`src/rtl/credit_avail_vc_if.sv`:
```
// Flit/credit handshake bundle between a sender and its per-VC credit tracker.
// The master drives traffic; the slave (the tracker) reports credit state.
interface credit_avail_vc_if #(
  parameter int NUM_CH   = 2,
  parameter int CNT_BITS = 3
);
  logic [NUM_CH-1:0]          valid;
  logic [NUM_CH-1:0]          yummy;
  logic [NUM_CH-1:0]          spc_avail;
  logic [NUM_CH-1:0]          low_water;
  logic [NUM_CH*CNT_BITS-1:0] credit_cnt;
  logic [NUM_CH-1:0]          err_ovf;
  logic [NUM_CH-1:0]          err_udf;

  modport master (
    output valid, yummy,
    input  spc_avail, low_water, credit_cnt, err_ovf, err_udf
  );

  modport slave (
    input  valid, yummy,
    output spc_avail, low_water, credit_cnt, err_ovf, err_udf
  );
endinterface

```
`src/rtl/credit_avail_vc.sv`:
```
// Per-virtual-channel credit tracker: registered send/return events feed a
// clamped credit counter; all outputs come from flops only.

module credit_avail_vc_lane #(
  parameter int BUFFER_SIZE = 4,
  parameter int CNT_BITS    = 3,
  parameter int LOW_MARK    = 1
) (
  input  logic                clk,
  input  logic                reset,
  input  logic                valid,
  input  logic                yummy,
  output logic                spc_avail,
  output logic                low_water,
  output logic [CNT_BITS-1:0] credit_cnt,
  output logic                err_ovf,
  output logic                err_udf
);
  localparam int            W     = CNT_BITS + 1;
  localparam logic [W-1:0]  BUF_W = W'(BUFFER_SIZE);
  localparam logic [W-1:0]  LOW_W = W'(LOW_MARK);

  logic [CNT_BITS-1:0] count_q, count_d;
  logic                valid_q, valid_d;
  logic                yummy_q, yummy_d;
  logic                ovf_q, ovf_d;
  logic                udf_q, udf_d;
  logic [W-1:0]        sum, eff;

  // One extra bit keeps count+1 exact; the zero check avoids wrapping below 0.
  always_comb begin
    sum = {1'b0, count_q} + {{CNT_BITS{1'b0}}, yummy_q};
    eff = (valid_q && sum == '0) ? '0 : sum - {{CNT_BITS{1'b0}}, valid_q};
    if (eff > BUF_W) eff = BUF_W;
  end

  always_comb begin
    count_d = eff[CNT_BITS-1:0];
    valid_d = valid;
    yummy_d = yummy;
    ovf_d   = ovf_q || (count_q == BUF_W[CNT_BITS-1:0] && yummy_q && !valid_q);
    udf_d   = udf_q || (count_q == '0 && valid_q && !yummy_q);
    if (reset) begin
      count_d = BUF_W[CNT_BITS-1:0];
      valid_d = 1'b0;
      yummy_d = 1'b0;
      ovf_d   = 1'b0;
      udf_d   = 1'b0;
    end
  end

  always_ff @(posedge clk) begin
    count_q <= count_d;
    valid_q <= valid_d;
    yummy_q <= yummy_d;
    ovf_q   <= ovf_d;
    udf_q   <= udf_d;
  end

  assign spc_avail  = (eff != '0);
  assign low_water  = (eff <= LOW_W);
  assign credit_cnt = eff[CNT_BITS-1:0];
  assign err_ovf    = ovf_q;
  assign err_udf    = udf_q;
endmodule

module credit_avail_vc #(
  parameter int NUM_CH      = 2,
  parameter int BUFFER_SIZE = 4,
  parameter int CNT_BITS    = 3,
  parameter int LOW_MARK    = 1
) (
  input logic               clk,
  input logic               reset,
  credit_avail_vc_if.slave  bus
);
  logic [NUM_CH-1:0]               spc_avail;
  logic [NUM_CH-1:0]               low_water;
  logic [NUM_CH-1:0][CNT_BITS-1:0] credit_cnt;
  logic [NUM_CH-1:0]               err_ovf;
  logic [NUM_CH-1:0]               err_udf;

  for (genvar i = 0; i < NUM_CH; i++) begin : g_lane
    credit_avail_vc_lane #(
      .BUFFER_SIZE (BUFFER_SIZE),
      .CNT_BITS    (CNT_BITS),
      .LOW_MARK    (LOW_MARK)
    ) u_lane (
      .clk        (clk),
      .reset      (reset),
      .valid      (bus.valid[i]),
      .yummy      (bus.yummy[i]),
      .spc_avail  (spc_avail[i]),
      .low_water  (low_water[i]),
      .credit_cnt (credit_cnt[i]),
      .err_ovf    (err_ovf[i]),
      .err_udf    (err_udf[i])
    );
  end

  assign bus.spc_avail  = spc_avail;
  assign bus.low_water  = low_water;
  assign bus.credit_cnt = credit_cnt;
  assign bus.err_ovf    = err_ovf;
  assign bus.err_udf    = err_udf;
endmodule

```
`src/flat_wrapper.sv`:
```
// flat-port wrapper written by rule: the top's interface ports become plain ports
module credit_avail_vc_flat 
#(
  parameter int NUM_CH      = 2,
  parameter int BUFFER_SIZE = 4,
  parameter int CNT_BITS    = 3,
  parameter int LOW_MARK    = 1
)
  (clk, reset, bus_valid, bus_yummy, bus_spc_avail, bus_low_water, bus_credit_cnt, bus_err_ovf, bus_err_udf);
  credit_avail_vc_if #(.NUM_CH(NUM_CH), .CNT_BITS(CNT_BITS)) bus_i ();
  input logic clk;
  input logic reset;
  input wire logic [$bits(bus_i.valid)-1:0] bus_valid;
  input wire logic [$bits(bus_i.yummy)-1:0] bus_yummy;
  output wire logic [$bits(bus_i.spc_avail)-1:0] bus_spc_avail;
  output wire logic [$bits(bus_i.low_water)-1:0] bus_low_water;
  output wire logic [$bits(bus_i.credit_cnt)-1:0] bus_credit_cnt;
  output wire logic [$bits(bus_i.err_ovf)-1:0] bus_err_ovf;
  output wire logic [$bits(bus_i.err_udf)-1:0] bus_err_udf;
  assign bus_i.valid = bus_valid;
  assign bus_i.yummy = bus_yummy;
  assign bus_spc_avail = bus_i.spc_avail;
  assign bus_low_water = bus_i.low_water;
  assign bus_credit_cnt = bus_i.credit_cnt;
  assign bus_err_ovf = bus_i.err_ovf;
  assign bus_err_udf = bus_i.err_udf;
  credit_avail_vc #(.NUM_CH(NUM_CH), .BUFFER_SIZE(BUFFER_SIZE), .CNT_BITS(CNT_BITS), .LOW_MARK(LOW_MARK)) u_core (.clk(clk), .reset(reset), .bus(bus_i));
endmodule
```
`config.mk`:
```
export PLATFORM = sky130hd
export DESIGN_NAME = credit_avail_vc_flat
export DESIGN_NICKNAME = d
export VERILOG_FILES = /design/src/rtl/credit_avail_vc_if.sv /design/src/rtl/credit_avail_vc.sv /design/src/flat_wrapper.sv
export SDC_FILE = /design/constraint.sdc
export NUM_CORES = 1
export LEC_CHECK = 0
export BUFFER_PORTS_ARGS = -buffer_cell sky130_fd_sc_hd__buf_2
export CAP_MARGIN = 15
export CORE_ASPECT_RATIO = 1.2
export CORE_MARGIN = 5
export CORE_UTILIZATION = 49
export CTS_BUF_LIST = sky130_fd_sc_hd__clkbuf_4
export DETAILED_ROUTE_END_ITERATION = 16
export PLACE_DENSITY = 0.84
export SETUP_SLACK_MARGIN = 0.05
export SYNTH_ARGS = -nofsm -noshare
export SYNTH_HDL_FRONTEND = slang
export SYNTH_SLANG_ARGS = --single-unit
```
`constraint.sdc`:
```
create_clock -name clk -period 2.35 [get_ports clk]
set_input_delay 0.3525 -clock clk [delete_from_list [all_inputs] [get_ports clk]]
set_output_delay 0.3525 -clock clk [all_outputs]
set_load 0.02 [all_outputs]
```
## Word-level counts from Yosys, hierarchy flattened

Cells that the tools add are included.

- Mux-type cells: 4
- Eq/ne operators: 2
- Order comparisons: 4
- Reduce and logical (&&, ||, !) cells: 24
- $add $sub $neg: 4

Operators with widths:

| kind | number |
|---|---|
| $mux W4 | 4 |
| $logic_and A1 B1 Y1 | 10 |
| $add A3 B1 Y4 | 2 |
| $gt A4 B3 Y1 const B | 2 |
| $le A4 B1 Y1 const B | 2 |
| $logic_not A4 Y1 | 2 |
| $reduce_bool A4 Y1 | 2 |
| $sub A4 B1 Y4 | 2 |
| $eq A3 B3 Y1 const B | 2 |
| $logic_not A3 Y1 | 2 |
| $logic_not A1 Y1 | 4 |
| $logic_or A1 B1 Y1 | 4 |

- Flip-flop bits (word level): 14
- Input port bits: 6

## Depth between registers and ports, before layout

- Word-level depth: 7
- Gate-level depth with buffers: 9
- Mapped depth without buffers: 8

## By module

From an unflattened synthesis, not the netlist that was laid out.

- Cell total of the unflattened synthesis: 82
- Area, all modules: 770.7 um^2

By module, submodules not included:

| module | times used | area each (um^2) | cells an instance |
|---|---|---|---|
| credit_avail_vc_lane | 2 | 385.4 | 41 |

## Worst setup path before layout

OpenSTA, ideal clock, no wires.

- Path kind: register -> output
- From: reg u_core.g_lane[0].u_lane.count_q[0]
- To: out bus_credit_cnt[0]
- Arrival time: 2.327 ns
- Path buffers: 0
- Setup slack: -0.329 ns
- Data required time: 1.997 ns
- Stages on the path, launching flop included: 8
- Cells stage by stage: dfxtp_1 > ha_1 > ha_1 > inv_1 > ha_1 > or4b_1 > o21a_2 > a211oi_1

- Cells in the longest elaborated chain, start to end: 6

Ends and longest elaborated chain:

| what | RTL line | RTL |
|---|---|---|
| from (decl) | credit_avail_vc.sv:23 | `logic [CNT_BITS-1:0] count_q, count_d;` |
| from (signal assigned) | credit_avail_vc.sv:53 | `count_q <= count_d;` |
| $add A3 B1 Y4 * | credit_avail_vc.sv:32 | `sum = {1'b0, count_q} + {{CNT_BITS{1'b0}}, yummy_q};` |
| parallel branches: the longest is 2 deep, another holds $sub A4 B1 Y4 | -- |  |
| $mux W4 * | credit_avail_vc.sv:33 | `eff = (valid_q && sum == '0) ? '0 : sum - {{CNT_BITS{1'b0}}, valid_q};` |
| $gt A4 B3 Y1 | credit_avail_vc.sv:34 | `if (eff > BUF_W) eff = BUF_W;` |
| $mux W4 * | credit_avail_vc.sv:34 |  |
| to (decl) | flat_wrapper.sv:17 | `output wire logic [$bits(bus_i.credit_cnt)-1:0] bus_credit_cnt;` |

Mark *: on every way between the ends.

## Worst setup path after layout

- From: reg u_core.g_lane[0].u_lane.yummy_q
- To: out bus_credit_cnt[1]

- Cells in the longest elaborated chain, start to end: 6

Ends and longest elaborated chain:

| what | RTL line | RTL |
|---|---|---|
| from (decl) | credit_avail_vc.sv:25 | `logic yummy_q, yummy_d;` |
| from (signal assigned) | credit_avail_vc.sv:55 | `yummy_q <= yummy_d;` |
| $add A3 B1 Y4 * | credit_avail_vc.sv:32 |  |
| parallel branches: the longest is 2 deep, another holds $sub A4 B1 Y4 | -- |  |
| $mux W4 * | credit_avail_vc.sv:33 |  |
| $gt A4 B3 Y1 | credit_avail_vc.sv:34 |  |
| $mux W4 * | credit_avail_vc.sv:34 |  |

Marked as above.

==> qor.csv <==
stage,metric,value,unit
outcome,status,"complete, but fails checks",
outcome,violated checks,setup timing,
setup_path,CP Launch Type,register,
timing,final worst setup slack,-0.2531,ns
clocking,CTS tree,yes,
setup_path,most used cell along the critical path,ha_4,
route,DR pass1 iterations,4,
setup_path,Arrival @ worst endpoint,2.25,ns
clocking,CTS Root Cell,clkbuf_4,
setup_path,crit-path max FO,6,
floorplan,# rows,17,
pwr,Power Total,0.0006469,W
timing,Clock Skew,0.001851,ns
route,met1 wire length,769,um
route,top sig layer,met4,
setup_path,Crit-path slowest cell,or4b_4,
floorplan,# IOs,20,
timing,Highest Clock Rate,384.2,MHz
pwr,power per cell area,463.3,nW/um^2
placement,pre-CTS WS,-0.04650,ns
route,drt total wl,2335,um
setup_path,Worst Path Buf+Inv,2,
global_routing,initial antenna violation count,0,
floorplan,DIE AREA,2775,sq um
yosys,Avg Inst Size Synth,8.566,sq um
route,Iteration-0 DRC Markers,6,
clocking,CTS Hold Bufs,0,
timing,setup violators final,7,
route,via/cell ratio,5.724,
setup_path,"Largest delay share family, worst path",adder cells,
route,total number of vias,870,
clocking,later-pin clock latency in the skew report,0.27,ns
clocking,H-tree level count,1,
setup_path,delay of the slowest critical-path stage,0.48,ns
timing,Final Hold Fails,0,
route,met3 wire length,104,um
yosys,post-synthesis register bit count,14,
final_layout,area grow syn2layout,56.74,%
floorplan,Core Area,1787,sq um
setup_path,crit end category,output pin,
hold_path,Hold Path Class,in2reg,
yosys,yosys warns,0,
timing,min Tclk post-route,2.603,ns
setup_path,Worst EP required,2.00,ns
floorplan,initial core utilization,49.86,%
route,DR WL met2,1389,um
final_layout,filler cell count,113,
global_routing,overflow left after global routing,0,
final_layout,diode count,0,
final_layout,share of layout cells above drive strength 1,54.14,%
global_routing,vias in the first global route,924,
pwr,Worst IR Drop VDD,0.0003603,V
yosys,Yosys cell types,38,
yosys,cells after synthesis,104,
yosys,Async SR Flop Fraction,0,%
clocking,clk buf depth,2,
final_layout,final core occ,78.15,%
final_layout,nets@finish,148,
yosys,Post-synth EDFFs,0,
timing,Relative slew margins,74.32,%
timing,unrepaired setup endpoints after global routing,yes,
global_routing,largest net degree at the start of global routing,15,
yosys,Mapped Area,890.9,sq um
pwr,leakage power,0.5484,nW
placement,hpwl dp,1440,um
placement,I/O Buffers,19,
floorplan,Die Ht,56.71,um
placement,GP Congestion,0.8158,
placement,DP Area,1042,sq um
clocking,CTS Buf Count,3,
yosys,sequential share of the synthesized area,31.46,%
clocking,CTS sink count,14,
run,Max-Cap Viols,0,
route,Routed Antenna Nets,0,
setup_path,worst-path cell chain,"ha_4, ha_4, inv_4, ha_4, or4b_4, o21a_4, a211oi_4, buf_6",
clocking,"Reg clk slew, reported paths",0.08,ns
timing,final worst path period share,110.8,%
setup_path,Crit Path Class,reg2out,
final_layout,cell area after layout,1396,sq um
route,DR WL/cell,15.36,um
floorplan,Die W,48.93,um
global_routing,GR Util All Layers,17.58,%
timing,"Slew Viols, Final",0,
global_routing,first-pass GRT wire length,3926,um
route,# DRC,0,
timing,Slew @ Worst Pin,0.3846,ns
yosys,"Top FF cell, synth",dfxtp_1,
yosys,Syn Nets,118,
==> what timing repair did <==
action	4_1_cts	5_1_grt
hold endpoints to repair	0	0
setup endpoints to repair	10	10
gates resized for setup	38	18
setup buffers	8	1
pin swaps	12	13
==> logic make-up after synthesis <==
kind of cell,synth area share [%]
and+or+nand+nor,24.16
AOI/OAI and AO/OA,19.81
buffers and inverters,10.11
DFF,31.46
adders and majority gates,11.24
xor gates and xnor gates,1.967
muxes,1.264
==> metrics by stage <==
step | setup TNS, ns | hold slack (ns) | cells
after detailed placement | -0.08493 | 0.4637 | 139
after floorplan | 0 | 0.4241 | 104
final | -1.190 | 0.2803 | 152
after global placement | 0 | 0.4486 | 139
after CTS | -1.167 | 0.2765 | 151
after global routing | -1.784 | 0.2785 | 152
==> Yosys cell counts, types with 2 or more instances <==
master	count	area, sq um
dfxtp_1	14	280.3
nor2_1	14	52.55
buf_4	8	60.06
ha_1	8	100.1
inv_1	7	26.28
a21oi_1	6	30.03
nor2b_1	5	31.28
and2_1	3	18.77
nand2_1	3	11.26
nor3_1	3	15.01
a211oi_1	2	15.01
nand3_1	2	10.01
nor4_1	2	12.51
nor4b_1	2	17.52
o21ai_1	2	10.01
==> sequential cells by signal (all words and copies together), names as in the netlist <==
signal / flops
u_core.g_lane.u_lane.yummy_q: 2
u_core.g_lane.u_lane.count_q: 6
u_core.g_lane.u_lane.err_udf: 2
u_core.g_lane.u_lane.err_ovf: 2
u_core.g_lane.u_lane.valid_q: 2
==> report_power, final <==
| part | switching (W) | leakage, nW | internal [W] |
|---|---|---|---|
| combinational | 0.000123 | 0.416 | 0.000124 |
| clock | 0.0000724 | 0.0154 | 0.0000615 |
| sequential | 0.0000168 | 0.117 | 0.000250 |
| total | 0.000212 | 0.548 | 0.000435 |
==> final timing paths <==
kind	end	from	slack [ns]	depth (start not counted)
setup reg to reg	u_core.g_lane[0].u_lane.count_q[1]	u_core.g_lane[0].u_lane.yummy_q	0.18	8
hold / removal	u_core.g_lane[1].u_lane.valid_q	bus_valid[1]	0.28	2
setup / recovery	bus_credit_cnt[1]	u_core.g_lane[0].u_lane.yummy_q	-0.25	8
hold reg to reg	u_core.g_lane[0].u_lane.err_ovf	u_core.g_lane[0].u_lane.err_ovf	0.48	2
==> placed cells by master, fill, tap and decap left out, types with 2 or more instances in the layout <==
cell and instances:
nor3_1 2, buf_6 6, buf_2 10, nor2_1 13, nor2b_1 4, inv_1 3
o21ai_1 2, clkbuf_4 3, a211oi_4 2, nand2_1 2, a21oi_1 6, and2_1 3
dfxtp_1 9, ha_4 8, buf_4 18, dfxtp_2 4, inv_2 2, inv_4 2
==> routing by layer <==
metal | global-route usage, % | vias to the layer above
met1 | 16.40 | 408
met5 | 0 | -
li1 | - | 425
met2 | 34.33 | 29
met3 | 2.653 | 8
met4 | 10.77 | 0
==> cell type report <==
cell class | count | area (sq um) | share of cell area, %
clock buffers | 3 | 22.52 | 1.613
well taps | 19 | 23.77 | 1.703
flip-flops and latches | 14 | 289.0 | 20.70
inverters | 7 | 31.28 | 2.240
repair buffers | 34 | 252.7 | 18.10
clock inverters | 1 | 3.754 | 0.2688
multi-input cells | 74 | 773.2 | 55.38
(Power assumes the default switching activity.)
